[config.mk]
export PLATFORM = sky130hd
export DESIGN_NAME = pipeline_dest_tracker_flat
export DESIGN_NICKNAME = d
export VERILOG_FILES = /design/src/rtl/pipeline_dest_tracker_if.sv /design/src/rtl/pipeline_dest_tracker.sv /design/src/flat_wrapper.sv
export SDC_FILE = /design/constraint.sdc
export NUM_CORES = 1
export LEC_CHECK = 0
export ABC_CLOCK_PERIOD_IN_PS = 1700
export CAP_MARGIN = 20
export CORE_MARGIN = 4
export CORE_UTILIZATION = 44
export CTS_CLUSTER_SIZE = 14
export DETAILED_ROUTE_END_ITERATION = 8
export GPL_ROUTABILITY_DRIVEN = 0
export HOLD_SLACK_MARGIN = 0.12
export PLACE_DENSITY = 0.83
export SYNTH_ARGS = -nofsm -noshare
export SYNTH_HDL_FRONTEND = slang
export SYNTH_SLANG_ARGS = --single-unit
[constraint.sdc]
create_clock -name clk -period 1.7 [get_ports clk]
set_clock_uncertainty 0.15 [all_clocks]
set_input_delay 0.34 -clock clk [delete_from_list [all_inputs] [get_ports clk]]
set_output_delay 0.34 -clock clk [all_outputs]
set_load 0.02 [all_outputs]
[src/rtl/pipeline_dest_tracker_if.sv]
// Hazard-check interface between the decode stage, the hazard detector and
// the destination tracker. The tracker sits on the slave side. The driver of
// the ID-stage fields and the control strobes sits on the master side.
interface pipeline_dest_tracker_if #(
    parameter int unsigned REG_BITS = 5,
    parameter int unsigned CNT_BITS = 16
);
    // ID-stage instruction fields
    logic                id_valid;
    logic [REG_BITS-1:0] id_dest;
    logic                id_wb_en;
    logic                id_mem_r;

    // Pipeline control
    logic                hazard_detected;
    logic                flush;
    logic                freeze;
    logic                id_stall;

    // Stage destination information
    logic [REG_BITS-1:0] exe_dest;
    logic [REG_BITS-1:0] mem_dest;
    logic [REG_BITS-1:0] wb_dest;
    logic                exe_mem_r;
    logic                mem_mem_r;
    logic                exe_wb_en;
    logic                mem_wb_en;
    logic                wb_wb_en;

    // Summary outputs
    logic [31:0]         pending_mask;
    logic [CNT_BITS-1:0] stall_cycles;
    logic [CNT_BITS-1:0] freeze_cycles;

    modport master (
        output id_valid, id_dest, id_wb_en, id_mem_r,
        output hazard_detected, flush, freeze,
        input  id_stall,
        input  exe_dest, mem_dest, wb_dest,
        input  exe_mem_r, mem_mem_r,
        input  exe_wb_en, mem_wb_en, wb_wb_en,
        input  pending_mask, stall_cycles, freeze_cycles
    );

    modport slave (
        input  id_valid, id_dest, id_wb_en, id_mem_r,
        input  hazard_detected, flush, freeze,
        output id_stall,
        output exe_dest, mem_dest, wb_dest,
        output exe_mem_r, mem_mem_r,
        output exe_wb_en, mem_wb_en, wb_wb_en,
        output pending_mask, stall_cycles, freeze_cycles
    );
endinterface

[src/rtl/pipeline_dest_tracker.sv]
// Destination-register tracker for the EXE/MEM/WB stages of a 5-stage MIPS
// pipeline. It produces the Exe/Mem destination and load flags for the
// hazard detector and inserts bubbles on its stall request. It holds on
// memory freeze, drops the ID instruction on a branch flush, and reports a
// pending-write mask together with saturating stall and freeze counters.
module pipeline_dest_tracker #(
    parameter int unsigned REG_BITS = 5,
    parameter int unsigned CNT_BITS = 16
) (
    input  logic                   clk,
    input  logic                   rst_n,
    pipeline_dest_tracker_if.slave bus
);

    typedef struct packed {
        logic                valid;
        logic [REG_BITS-1:0] dest;
        logic                wb_en;
        logic                mem_r;
    } entry_t;

    entry_t exe_q;
    entry_t mem_q;
    entry_t wb_q;
    entry_t id_entry;

    logic                stall_req;
    logic                capture;
    logic [CNT_BITS-1:0] stall_cnt;
    logic [CNT_BITS-1:0] freeze_cnt;

    // One-hot write mask of a stage entry; register 0 never shows as pending.
    function automatic logic [31:0] write_bit(input entry_t e);
        logic [31:0] m;
        m = '0;
        if (e.valid && e.wb_en && (e.dest != '0)) begin
            m[e.dest] = 1'b1;
        end
        return m;
    endfunction

    // Stall/capture decisions. A flushed instruction neither stalls nor
    // enters EXE, so flush masks the hazard request.
    always_comb begin
        stall_req    = bus.hazard_detected & bus.id_valid & ~bus.flush;
        capture      = bus.id_valid & ~bus.flush & ~bus.hazard_detected;
        bus.id_stall = bus.freeze | stall_req;
    end

    // Normalise the ID fields: writes and loads to r0 are stored as no-ops.
    always_comb begin
        id_entry       = '0;
        id_entry.valid = 1'b1;
        id_entry.dest  = bus.id_dest;
        id_entry.wb_en = bus.id_wb_en & (bus.id_dest != '0);
        id_entry.mem_r = bus.id_mem_r & (bus.id_dest != '0);
    end

    // Stage advance. Freeze holds every entry, and a non-captured slot
    // becomes a bubble.
    always_ff @(posedge clk or negedge rst_n) begin
        if (!rst_n) begin
            exe_q <= '0;
            mem_q <= '0;
            wb_q  <= '0;
        end else if (!bus.freeze) begin
            wb_q  <= mem_q;
            mem_q <= exe_q;
            exe_q <= capture ? id_entry : '0;
        end
    end

    // Saturating statistics. Freeze takes priority, so a hazard seen during
    // a freeze is not counted as a bubble.
    always_ff @(posedge clk or negedge rst_n) begin
        if (!rst_n) begin
            stall_cnt  <= '0;
            freeze_cnt <= '0;
        end else if (bus.freeze) begin
            if (freeze_cnt != '1) begin
                freeze_cnt <= freeze_cnt + 1'b1;
            end
        end else if (stall_req) begin
            if (stall_cnt != '1) begin
                stall_cnt <= stall_cnt + 1'b1;
            end
        end
    end

    // Stage outputs. Fields of a non-valid entry are forced to zero.
    always_comb begin
        bus.exe_dest      = exe_q.valid ? exe_q.dest : '0;
        bus.mem_dest      = mem_q.valid ? mem_q.dest : '0;
        bus.wb_dest       = wb_q.valid  ? wb_q.dest  : '0;
        bus.exe_mem_r     = exe_q.valid & exe_q.mem_r;
        bus.mem_mem_r     = mem_q.valid & mem_q.mem_r;
        bus.exe_wb_en     = exe_q.valid & exe_q.wb_en;
        bus.mem_wb_en     = mem_q.valid & mem_q.wb_en;
        bus.wb_wb_en      = wb_q.valid  & wb_q.wb_en;
        bus.pending_mask  = write_bit(exe_q) | write_bit(mem_q) | write_bit(wb_q);
        bus.stall_cycles  = stall_cnt;
        bus.freeze_cycles = freeze_cnt;
    end

endmodule

[src/flat_wrapper.sv]
// flat-port wrapper written by rule: the top's interface ports become plain ports
module pipeline_dest_tracker_flat 
#(
    parameter int unsigned REG_BITS = 5,
    parameter int unsigned CNT_BITS = 16
)
  (clk, rst_n, bus_id_valid, bus_id_dest, bus_id_wb_en, bus_id_mem_r, bus_hazard_detected, bus_flush, bus_freeze, bus_id_stall, bus_exe_dest, bus_mem_dest, bus_wb_dest, bus_exe_mem_r, bus_mem_mem_r, bus_exe_wb_en, bus_mem_wb_en, bus_wb_wb_en, bus_pending_mask, bus_stall_cycles, bus_freeze_cycles);
  pipeline_dest_tracker_if #(.REG_BITS(REG_BITS), .CNT_BITS(CNT_BITS)) bus_i ();
  input  logic clk;
  input  logic rst_n;
  input wire logic [$bits(bus_i.id_valid)-1:0] bus_id_valid;
  input wire logic [$bits(bus_i.id_dest)-1:0] bus_id_dest;
  input wire logic [$bits(bus_i.id_wb_en)-1:0] bus_id_wb_en;
  input wire logic [$bits(bus_i.id_mem_r)-1:0] bus_id_mem_r;
  input wire logic [$bits(bus_i.hazard_detected)-1:0] bus_hazard_detected;
  input wire logic [$bits(bus_i.flush)-1:0] bus_flush;
  input wire logic [$bits(bus_i.freeze)-1:0] bus_freeze;
  output wire logic [$bits(bus_i.id_stall)-1:0] bus_id_stall;
  output wire logic [$bits(bus_i.exe_dest)-1:0] bus_exe_dest;
  output wire logic [$bits(bus_i.mem_dest)-1:0] bus_mem_dest;
  output wire logic [$bits(bus_i.wb_dest)-1:0] bus_wb_dest;
  output wire logic [$bits(bus_i.exe_mem_r)-1:0] bus_exe_mem_r;
  output wire logic [$bits(bus_i.mem_mem_r)-1:0] bus_mem_mem_r;
  output wire logic [$bits(bus_i.exe_wb_en)-1:0] bus_exe_wb_en;
  output wire logic [$bits(bus_i.mem_wb_en)-1:0] bus_mem_wb_en;
  output wire logic [$bits(bus_i.wb_wb_en)-1:0] bus_wb_wb_en;
  output wire logic [$bits(bus_i.pending_mask)-1:0] bus_pending_mask;
  output wire logic [$bits(bus_i.stall_cycles)-1:0] bus_stall_cycles;
  output wire logic [$bits(bus_i.freeze_cycles)-1:0] bus_freeze_cycles;
  assign bus_i.id_valid = bus_id_valid;
  assign bus_i.id_dest = bus_id_dest;
  assign bus_i.id_wb_en = bus_id_wb_en;
  assign bus_i.id_mem_r = bus_id_mem_r;
  assign bus_i.hazard_detected = bus_hazard_detected;
  assign bus_i.flush = bus_flush;
  assign bus_i.freeze = bus_freeze;
  assign bus_id_stall = bus_i.id_stall;
  assign bus_exe_dest = bus_i.exe_dest;
  assign bus_mem_dest = bus_i.mem_dest;
  assign bus_wb_dest = bus_i.wb_dest;
  assign bus_exe_mem_r = bus_i.exe_mem_r;
  assign bus_mem_mem_r = bus_i.mem_mem_r;
  assign bus_exe_wb_en = bus_i.exe_wb_en;
  assign bus_mem_wb_en = bus_i.mem_wb_en;
  assign bus_wb_wb_en = bus_i.wb_wb_en;
  assign bus_pending_mask = bus_i.pending_mask;
  assign bus_stall_cycles = bus_i.stall_cycles;
  assign bus_freeze_cycles = bus_i.freeze_cycles;
  pipeline_dest_tracker #(.REG_BITS(REG_BITS), .CNT_BITS(CNT_BITS)) u_core (.clk(clk), .rst_n(rst_n), .bus(bus_i));
endmodule
# [Yosys cells after proc, flatten, opt, wreduce, memory -nomap -nowiden]
# Index checks and enable logic that the tools add are counted.
[word_totals] reg_bits=55
[classes] add_sub_neg=2 magnitude_cmp=6 n_eq_ne=2 mux=13 n_bitwise=17 reduce_logical=15
[ops] op="32-bit two-way mux" n=3
[ops] op="32-bit OR" n=2
[ops] op="16-bit by 1-bit adder with 16-bit output (second input constant)" n=2
[ops] op="16-bit != test (second input constant)" n=2
[ops] op="5-bit nonzero test" n=4
[ops] op="5-bit by 6-bit less-than comparator with 1-bit output (second input constant)" n=3
[ops] op="1-bit demux with 5-bit select" n=3
[ops] op="5-bit by 1-bit >= comparator with 1-bit output (second input constant)" n=3
[ops] op="5-bit two-way mux" n=3
[ops] op="1-bit AND" n=11
[ops] op="1-bit logical AND" n=9
[ops] op="8-bit two-way mux" n=1
[ops] op="1-bit two-way mux" n=3
[ops] op="1-bit inverter" n=3
[ops] op="3-bit AND reduction" n=1
[ops] op="2-bit AND reduction" n=1
[ops] op="1-bit OR" n=1

# [Logic depth before layout (Yosys ltp)]
# Gate-level depths: netlist of run 1.
[logic_depth] word_depth=7 ltp_mapped=6

# [Worst setup path after synthesis of run 1]
# Ideal clock, no wire load.
[synth_timing] path_kind="register to output" from="reg u_core.mem_q[7] in the netlist's numbering" to="out bus_pending_mask[10]" arrival_ns=1.594 t_required_ns=1.210 setup_slack_ns=-0.384 stages_incl_launch_ff=4 n_path_buf=0 cell_sequence="dfrtp_1 > nand2_1 > or4b_1 > o21ai_0"
[synth_between] elab_chain_cells=5
[synth_lines] item="start, declared" line_no="pipeline_dest_tracker.sv:23" text="entry_t mem_q;"
[synth_lines] item="start signal, assigned" line_no="pipeline_dest_tracker.sv:68" text="mem_q <= exe_q;"
[synth_lines] item="1-bit logical AND (2 in a row)" line_no="pipeline_dest_tracker.sv:36" text="if (e.valid && e.wb_en && (e.dest != '0)) begin"
[synth_lines] item="32-bit two-way mux" line_no="pipeline_dest_tracker.sv:36"
[synth_lines] item="32-bit OR (2 in a row)" line_no="pipeline_dest_tracker.sv:100" text="bus.pending_mask = write_bit(exe_q) | write_bit(mem_q) | write_bit(wb_q);"
[synth_lines] item="end, declared" line_no="flat_wrapper.sv:27" text="output wire logic [$bits(bus_i.pending_mask)-1:0] bus_pending_mask;"
# Every way passes these cells.

# [Worst setup path in the final report of run 1]
[layout_timing] from="reg u_core.mem_q[7] in the netlist's numbering" to="out bus_pending_mask[13]"
# The elaborated chain is that of the path after synthesis.

==> results.toml, run 1 <==
[status]
status = "complete, but fails checks"
failed_checks = "setup timing"

[synthesis]
synth_edf_count = 0
synth_warnings = 0
ys_async_sr_fraction = 1.00
synth_area_leaders = "dfrtp_1 40%, mux2_2 4.6%, xnor2_1 4.1%"
ys_types = 55
synth_cells = 359
synth_top_area_frac = 0.403
synth.net_count = 374
synth-seq-area-share = 0.403
synth_ff_type = "dfrtp_1"
yosysTopAreaCell = "dfrtp_1"
synth_area_mm2 = 0.00341
synth-seq-cells = 55
syn_avg_cell_area_um2 = 9.51

[pwr]
comb_power_share = 0.404
irDropWorstVdd_uv = 839
p_leak_uw = 0.00309
p_seq_frac = 0.404
pwr_density_cell_mw_per_mm2 = 630
swShare = 0.366
power_switching_uw = 1550
clkPwrFrac = 0.191
p_int_uw = 2670

[cells_and_area]
fin_area_mm2 = 0.00670
register_area_mm2 = 0.00141
antenna_cells = 0
finish.utilization = 0.905
multi_input_area_mm2 = 0.00268
area_delta_synth_final_pct = 96.3
fin_nets = 619
fillers = 264
drive_gt1_frac = 0.669

[grt]
grt_pass1_wl_um = 22700
antenna_found_initial = 0
grt_overflow = 0
grt_pass1_vias = 4400
grt_max_degree = 21
grt_use_total = 0.320

[sta]
hold_viol_final = 0
final-setup-viol-count = 62
max_freq_ghz = 0.450
drv_slew = 0
rsz0062_at_grt = "yes"
setup_ws_ns = -0.524
finalCriticalPeriod_ns = 2.22
period_share = 1.31

[clock_tree]
cts-htree-levels = 2
clkSlewWorstSetupHoldPaths_ns = 0.11
cts_tree = "done"
clk_latency_ns = 0.31
cts.path.max_buffers = 2
cts_root_buf = "clkbuf_8"
clkSinkCount = 55
cts-buffers-inserted = 5

[floorplanning]
initial_core_util = 0.461
num_rows = 31
io_pins = 98
chipWidth_um = 96.1
core_area_mm2 = 0.00741
dieArea_mm2 = 0.00923
dieHeight_um = 96.1

[setup_path]
path_class = "register to primary output"
r2r-start = "u_core.bus.freeze_cycles[0]"
worstPathMaxFanout = 5
required_ns = 1.21
critPathCaptureType = "primary output"
critical_path_arrival_ns = 1.73
start_kind = "register"
startpoint = "u_core.mem_q[7]"

[detailed_routing]
drt_iter0_markers = 295
route.detailed.drc = 0
ant_nets = 0
routed_wirelength_um = 17800
vias = 4563
drt_pre_antenna_iters = 5
avgRoutedWirePerCell_um = 25.3
viasPerCell = 6.48

[flow_run]
max-cap-violations = 0

[placed_design]
place_ws_ns = -0.611
io_buffers = 96
placed_area_mm2 = 0.00563
dp_hpwl_um = 9100

[worst_hold_path]
worst_hold_path_type = "input port to asynchronous set/reset pin"
## routing by layer
layer / wire [um] / track usage / up-vias / part of all wire
li1: - / - / 1828 / -
met1: 6100 / 0.351 / 2215 / 0.34
met2: 8960 / 0.583 / 389 / 0.50
met3: 1580 / 0.0539 / 131 / 0.089
met4: 1180 / 0.175 / 0 / 0.066
met5: 0 / 0 / - / 0
## worst max-delay path, stage by stage, from the launching register on
cell and delay [ns]:
dfrtp_2 0.46, nand2_4 0.12, buf_12 0.12, inv_8 0.04, nand4b_1 0.17, nor2_1 0.08, a221o_1 0.29, buf_6 0.14
## registers in the layout (all words and copies together), names as in the netlist
| register | count |
|---|---|
| u_core.wb_q | 7 |
| u_core.bus.freeze_cycles | 16 |
| u_core.bus.stall_cycles | 16 |
| u_core.exe_q | 8 |
| u_core.mem_q | 8 |
## synth_stat cells, types with 3 or more instances
master	instances
a32oi_1	3
xor2_1	8
and2_1	21
mux2_1	3
a22o_1	7
o221ai_1	8
nor2_1	20
nand2b_1	3
mux2_2	14
o21a_1	3
a22oi_1	8
nand4_1	4
inv_1	7
nand2_1	31
o2111ai_1	3
nor3_1	11
o211ai_1	7
xnor2_1	16
nand3b_1	4
clkbuf_1	16
nor2b_1	3
a31oi_1	5
nand3_1	16
o21ai_0	8
a21o_1	3
a221o_1	8
dfrtp_1	55
nor3b_1	8
and4_1	7
and3_1	12
a21oi_1	3
## power groups by stage
stage | registers (uW) | clock network [uW] | logic (uW)
final | 1710 | 808 | 1710
after global placement | 1660 | 0 | 1240
after floorplan | 1840 | 0 | 411
after global routing | 1710 | 852 | 1770
after CTS | 1650 | 796 | 1350
after detailed placement | 1670 | 0 | 1300
## cell type report
| cell class | count | area share |
|---|---|---|
| flip-flops and latches | 55 | 0.211 |
| inverters | 7 | 0.00579 |
| clock buffers | 6 | 0.0123 |
| well taps | 99 | 0.0185 |
| clock inverters | 2 | 0.00243 |
| repair buffers | 259 | 0.350 |
| multi-input cells | 276 | 0.400 |
## path summary, 6_finish.rpt
path	depth (start not counted)	end	slack (ns)
worst min-delay path	2	u_core.bus.freeze_cycles[12]	0.28
min in group clk	1	u_core.bus.stall_cycles[7]	0.37
worst max register to register	6	u_core.bus.freeze_cycles[7]	-0.15
worst min register to register	1	u_core.bus.stall_cycles[7]	0.37
worst max-delay path	7	bus_pending_mask[13]	-0.52
max in group asynchronous	3	u_core.bus.freeze_cycles[7]	0.59
## cells by family (layout without fill, tap and decap cells)
kind of cell    count (synthesis)  in the layout  synth area share
simple gates                  159            159             0.273
compound gates                 73             73             0.164
flops                          55             55             0.403
buf+inv                        28            274            0.0341
xor+xnor                       24             24            0.0616
mux                            17             17            0.0561
fa+ha+maj                       2              2           0.00733
other cells                     1              1           0.00110
## cells in the final DEF (no fill, tap or decap), types with 5 or more instances in the layout
master / count
dlygate4sd2_1: 16
xor2_1: 8
mux2_2: 14
and2_1: 5
buf_6: 87
o21ai_4: 5
nor2_1: 17
nand2_2: 6
buf_2: 5
and2_4: 15
clkdlybuf4s50_1: 7
and3_4: 6
xnor2_1: 13
nand3_1: 6
o221ai_4: 5
a22o_1: 7
nor3_2: 6
a22oi_2: 7
and3_1: 6
dfrtp_2: 30
o211ai_1: 7
clkbuf_8: 6
clkdlybuf4s15_1: 8
nand3_4: 6
clkbuf_2: 10
a221o_1: 8
nand2_1: 23
dfrtp_1: 25
buf_4: 120
## through the flow
stage                     power, uW  instances  TNS [ns]  hold WS, ns
after global placement         2900        647    -27.18       0.0854
after CTS                      3790        684    -13.87        0.282
after global routing           4340        704    -19.08        0.290
final                          4220        704    -16.61        0.282
after floorplan                2250        359     -1.20       -0.106
after detailed placement       2970        647    -30.46       0.0926
## what timing repair did
item / in CTS / in global routing
hold buffers: 1 / 0
cloned: 0 / 1
hold endpoints to repair: 55 / 0
buffers inserted: 28 / 28
pin swaps: 26 / 48
setup endpoints to repair: 100 / 94
gates resized for setup: 391 / 141
Note: power is estimated with default switching activity, not from simulation.
==> inputs of run 2 (changes only) <==
--- a/config.mk
+++ b/config.mk
@@ -9,6 +9,7 @@
 export CAP_MARGIN = 20
 export CORE_MARGIN = 4
 export CORE_UTILIZATION = 44
+export CTS_CLUSTER_DIAMETER = 50
 export CTS_CLUSTER_SIZE = 14
 export DETAILED_ROUTE_END_ITERATION = 8
 export GPL_ROUTABILITY_DRIVEN = 0
==> results of run 2 <==
The final DEF is identical to that of run 1; final timing and power are the same.
